[src/rtl/mult_driver.sv]
// Host-side driver for an external complex multiplier: queues operand words and
// result words in two small FIFOs and runs one multiply at a time over valid/ready.
module mult_driver #(
    parameter int DEPTH = 4
) (
    input  logic        clk,
    input  logic        rstn,
    input  logic        sw_rst,
    input  logic        in_push,
    input  logic [31:0] in_data,
    output logic        in_full,
    input  logic        out_pop,
    output logic [33:0] out_data,
    output logic        out_empty,
    output logic        op_val,
    input  logic        op_ready,
    output logic [31:0] op_data,
    input  logic        res_val,
    output logic        res_ready,
    input  logic [33:0] res_data,
    output logic [7:0]  done_cnt
);
    localparam int AW = $clog2(DEPTH);
    localparam int CW = AW + 1;
    localparam logic [AW-1:0] PTR_ONE  = AW'(1);
    localparam logic [CW-1:0] CNT_ONE  = CW'(1);
    localparam logic [CW-1:0] CNT_FULL = CW'(DEPTH);

    typedef enum logic [1:0] {
        IDLE     = 2'd0,
        SEND     = 2'd1,
        WAIT_RES = 2'd2
    } state_t;

    state_t      r_state;
    logic [7:0]  r_done_cnt;

    logic [31:0]   r_op_mem [DEPTH];
    logic [AW-1:0] r_op_wr;
    logic [AW-1:0] r_op_rd;
    logic [CW-1:0] r_op_cnt;

    logic [33:0]   r_res_mem [DEPTH];
    logic [AW-1:0] r_res_wr;
    logic [AW-1:0] r_res_rd;
    logic [CW-1:0] r_res_cnt;

    logic w_op_empty;
    logic w_res_full;
    logic w_op_push;
    logic w_op_pop;
    logic w_res_push;
    logic w_res_pop;

    assign in_full    = (r_op_cnt == CNT_FULL);
    assign w_op_empty = (r_op_cnt == '0);
    assign w_res_full = (r_res_cnt == CNT_FULL);
    assign out_empty  = (r_res_cnt == '0);
    assign out_data   = r_res_mem[r_res_rd];

    // A push into a full FIFO is dropped even if a pop frees a slot in the same cycle.
    assign w_op_push  = in_push && !in_full;
    assign w_op_pop   = (r_state == SEND) && op_ready;
    assign w_res_push = (r_state == WAIT_RES) && res_val;
    assign w_res_pop  = out_pop && !out_empty;

    assign op_val    = (r_state == SEND);
    assign res_ready = (r_state == WAIT_RES);
    assign op_data   = op_val ? r_op_mem[r_op_rd] : '0;
    assign done_cnt  = r_done_cnt;

    // NOTE: storage arrays carry no reset; the pointers and counts alone define which entries are valid.
    always_ff @(posedge clk) begin
        if (w_op_push) r_op_mem[r_op_wr] <= in_data;
        if (w_res_push) r_res_mem[r_res_wr] <= res_data;
    end

    // NOTE: non-blocking assignments so every register samples pre-edge values regardless of statement order.
    always_ff @(posedge clk or negedge rstn) begin
        if (!rstn) begin
            r_op_wr   <= '0;
            r_op_rd   <= '0;
            r_op_cnt  <= '0;
            r_res_wr  <= '0;
            r_res_rd  <= '0;
            r_res_cnt <= '0;
        end else if (sw_rst) begin
            r_op_wr   <= '0;
            r_op_rd   <= '0;
            r_op_cnt  <= '0;
            r_res_wr  <= '0;
            r_res_rd  <= '0;
            r_res_cnt <= '0;
        end else begin
            if (w_op_push) r_op_wr <= r_op_wr + PTR_ONE;
            if (w_op_pop)  r_op_rd <= r_op_rd + PTR_ONE;
            if (w_op_push && !w_op_pop)      r_op_cnt <= r_op_cnt + CNT_ONE;
            else if (!w_op_push && w_op_pop) r_op_cnt <= r_op_cnt - CNT_ONE;

            if (w_res_push) r_res_wr <= r_res_wr + PTR_ONE;
            if (w_res_pop)  r_res_rd <= r_res_rd + PTR_ONE;
            if (w_res_push && !w_res_pop)      r_res_cnt <= r_res_cnt + CNT_ONE;
            else if (!w_res_push && w_res_pop) r_res_cnt <= r_res_cnt - CNT_ONE;
        end
    end

    // Launch only when a result slot is free, so a returning result can always be stored.
    always_ff @(posedge clk or negedge rstn) begin
        if (!rstn) begin
            r_state    <= IDLE;
            r_done_cnt <= '0;
        end else if (sw_rst) begin
            r_state    <= IDLE;
            r_done_cnt <= '0;
        end else begin
            case (r_state)
                IDLE: begin
                    if (!w_op_empty && !w_res_full) r_state <= SEND;
                end
                SEND: begin
                    if (op_ready) r_state <= WAIT_RES;
                end
                WAIT_RES: begin
                    if (res_val) begin
                        r_state    <= IDLE;
                        r_done_cnt <= r_done_cnt + 8'd1;
                    end
                end
                default: r_state <= IDLE;
            endcase
        end
    end
endmodule

[config.mk]
export PLATFORM = sky130hd
export DESIGN_NAME = mult_driver
export DESIGN_NICKNAME = d
export VERILOG_FILES = /design/src/rtl/mult_driver.sv
export SDC_FILE = /design/constraint.sdc
export NUM_CORES = 1
export LEC_CHECK = 0
export ABC_CLOCK_PERIOD_IN_PS = 2400
export BUFFER_PORTS_ARGS = -buffer_cell sky130_fd_sc_hd__buf_2
export CAP_MARGIN = 15
export CORE_MARGIN = 10
export CORE_UTILIZATION = 50
export DETAILED_ROUTE_END_ITERATION = 10
export PLACE_DENSITY = 0.77
export SLEW_MARGIN = 20
export SYNTH_ARGS = -nofsm -noshare
export SYNTH_HDL_FRONTEND = slang
export SYNTH_SLANG_ARGS = --single-unit
[constraint.sdc]
create_clock -name clk -period 2.4 [get_ports clk]
set_clock_uncertainty 0.1 [all_clocks]
set_input_delay 0.36 -clock clk [delete_from_list [all_inputs] [get_ports clk]]
set_output_delay 0.36 -clock clk [all_outputs]
set_load 0.02 [all_outputs]
==> results.yml <==
critical_path:
  reg2reg_depth: 7
  crit_chain: "buf_4, buf_12, mux4_2, and2_4, buf_6"
  timing.critical_path.buf_inv: 3
  critPathLaunchType: "flop"
  worstSetupPathType: "reg -> out"
  critical_path.max_stage_delay_ns: 0.52
  arrival_ns: 2.05
  r2r-end: "r_op_cnt[2]$_DFFE_PN0P_"
  cp.required_ns: 1.94
  critPathCaptureType: "output pin"
  slowest_stage: "mux4_2"
  ff2ff_setup_slack_ns: 0.21
  crit_cells: 5
  r2r_start: "r_op_cnt[1]$_DFFE_PN0P_"
  crit_family: "multiplexers"
  startpoint: "r_op_rd[0]$_DFFE_PN0P_"
  endpoint: "op_data[25]"
  crit_fanout: 5
sta:
  slew_violations: 0
  worstMarginPinSlew_ns: 0.573
  timing.final.crit_share_pct: 105
  finalSetupViolCount: 31
  grt_setup_unrepaired: "yes"
  finalHoldViolations: 0
  final.min_clock_period_ns: 2.51
  fmax_mhz: 398
  worst_slack_ns: -0.112
  relSlewSlack_pct: 61.8
floorplanning:
  start_util_pct: 51.1
  fp-row-count: 54
  io_pins: 151
  fp.dieH_um: 170
  die_w_um: 170
  core_area_um2: 22000
  die_area_um2: 28800
placed_design:
  gp_congestion: 0.728
  hpwlAfterDp_um: 13900
  portBuffers: 150
synthesis:
  syn_avg_cell_area_um2: 21.2
  ys.warnings.count: 0
  ys_ff_latch: 288
  synth_edf_count: 264
  syn-num-nets: 614
  synth_top_area_share_pct: 70.7
  ys.flop_type: "edfxtp_1"
  synth-async-reset-ratio_pct: 8.33
  synth.cell_area_um2: 11200
  synth_area_leader_cell: "edfxtp_1"
  synth_cell_type_count: 41
  synth.area.top_cells: "edfxtp_1, mux4_2, dfrtp_1"
  synth-seq-area-share_pct: 76.0
  synth_cells: 530
grt:
  overflow: 0
  track_usage_pct: 16.3
  grt_max_degree: 38
  grt_pass1_vias: 6501
  grt_pass1_wl_um: 37400
  use_met2_pct: 28.2
  grt-busiest-layer: "met2"
  grt_util_met3_pct: 4.44
  grtUsageMet1_pct: 20.2
  antenna_found_initial: 0
clock_network:
  clk_path_buf_depth: 3
  cts_inserted_buffers: 28
  cts.clk_slew.worst_paths_ns: 0.06
  root_buffer: "clkbuf_16"
  insertion_delay_ns: 0.52
  cts_tree: "done"
  cts_sinks: 288
  cts.htree.levels: 1
layout:
  nets: 858
  nFillCells: 1406
  syn_to_final_growth_pct: 27.7
  final_common_cell: "edfxtp_1"
  drive_gt1_share_pct: 40.9
  final_cell_mix: "edfxtp_1, buf_2, dlygate4sd3_1"
  postLayoutCoreUtil_pct: 65.2
job:
  cap_violations: 0
detailed_routing:
  drcViolationCount: 0
  avgRoutedWirePerCell_um: 22.2
  drt_pass1_iterations: 5
  drt_iter0_drc: 433
  num_vias: 5860
  wirelength_um: 23900
  routed_via_density: 5.45
  antenna_left: 0
run_status:
  status: "finished, violations left"
  violations: "setup timing"
power_and_ir_drop:
  power.density_nw_per_um2: 974
  leakagePower_uw: 0.00514
  report.power.total_uw: 14000
  ir_drop_v: 0.000767
worst_hold_path:
  hp-class: "in -> reg"
## synthesized netlist by cell type (2+ instances only)
cell type	instances
xor2_1	4
mux2_1	3
or3_1	2
buf_4	3
ha_1	9
edfxtp_1	264
buf_6	6
xnor2_2	2
nor3_1	7
o21ai_0	2
nand2_1	13
clkbuf_1	7
xnor2_1	7
nor2b_1	2
inv_1	9
nor2_1	21
and3_1	2
dfrtp_1	24
and2_1	41
mux4_2	66
fa_1	2
buf_2	8
a21oi_1	8
## logic make-up after synthesis
family | synth area share (%)
XOR/XNOR | 1.15
AND/OR/NAND/NOR | 5.31
AO/OA/AOI/OAI | 0.781
adder cells (fa/ha/maj) | 1.36
multiplexers | 13.6
flip-flops | 76.0
buffers and inverters | 1.73
## stage by stage
stage | hold slack [ns] | cells | cell area (um2) | setup TNS [ns] | setup WS, ns
after floorplan | -0.0356 | 530 | 11200 | 0 | 0.162
after global routing | 0.0657 | 1075 | 14300 | -4.05 | -0.170
after detailed placement | 0.276 | 951 | 12400 | 0 | 0.209
after global placement | 0.264 | 951 | 12400 | 0 | 0.307
after CTS | 0.0324 | 1073 | 14300 | -4.31 | -0.169
final | 0.0759 | 1076 | 14300 | -1.80 | -0.112
## per-layer routing
metal / share of wire, % / wire length (um) / up-vias
met5: 0 / 0 / -
met4: 1.7 / 410 / 0
met3: 7.1 / 1700 / 33
met2: 52 / 12500 / 210
met1: 39 / 9230 / 3020
li1: - / - / 2597
## how the worst min path moves through the flow
stage                         from                      end  slack (ns)  depth (start not counted)
after floorplan               rstn  done_cnt[0]$_DFFE_PN0P_       -0.04                          0
after global placement        rstn  done_cnt[7]$_DFFE_PN0P_        0.26                          1
after detailed placement      rstn  done_cnt[7]$_DFFE_PN0P_        0.28                          1
after CTS                 op_ready   r_state[0]$_DFFE_PN0P_        0.03                          2
after global routing      op_ready   r_state[0]$_DFFE_PN0P_        0.07                          2
final                     op_ready   r_state[0]$_DFFE_PN0P_        0.08                          2
## power by group
group	leakage (uW)	internal (uW)	switching [uW]	total, uW
registers	0.00272	5850	174	6030
logic	0.00197	1750	1880	3640
clock network	0.000457	2520	1770	4300
## state kept, by name, indices dropped and copies added (netlist names)
register,count
r_res_mem,136
r_op_mem,128
done_cnt,8
r_op_cnt,3
r_res_cnt,3
r_op_rd,2
r_op_wr,2
r_res_rd,2
r_res_wr,2
r_state,2
## what timing repair did
item / in CTS / in global routing
hold buffers: 67 / 0
cloned: 1 / 1
setup endpoints to repair: 48 / 46
gates resized for setup: 68 / 17
endpoints found under the hold margin: 288 / 0
buffers inserted: 3 / 3
## layout make-up
cell class	count	area, um2	area share [%]
well taps	280	350	2.45
clock buffers	33	741	5.17
inverters	9	33.8	0.236
multi-input cells	208	2560	17.9
repair buffers	239	1940	13.5
flip-flops and latches	288	8530	59.6
diodes	1	2.50	0.0175
clock inverters	18	165	1.15
Power figures use the tool's default switching activity.
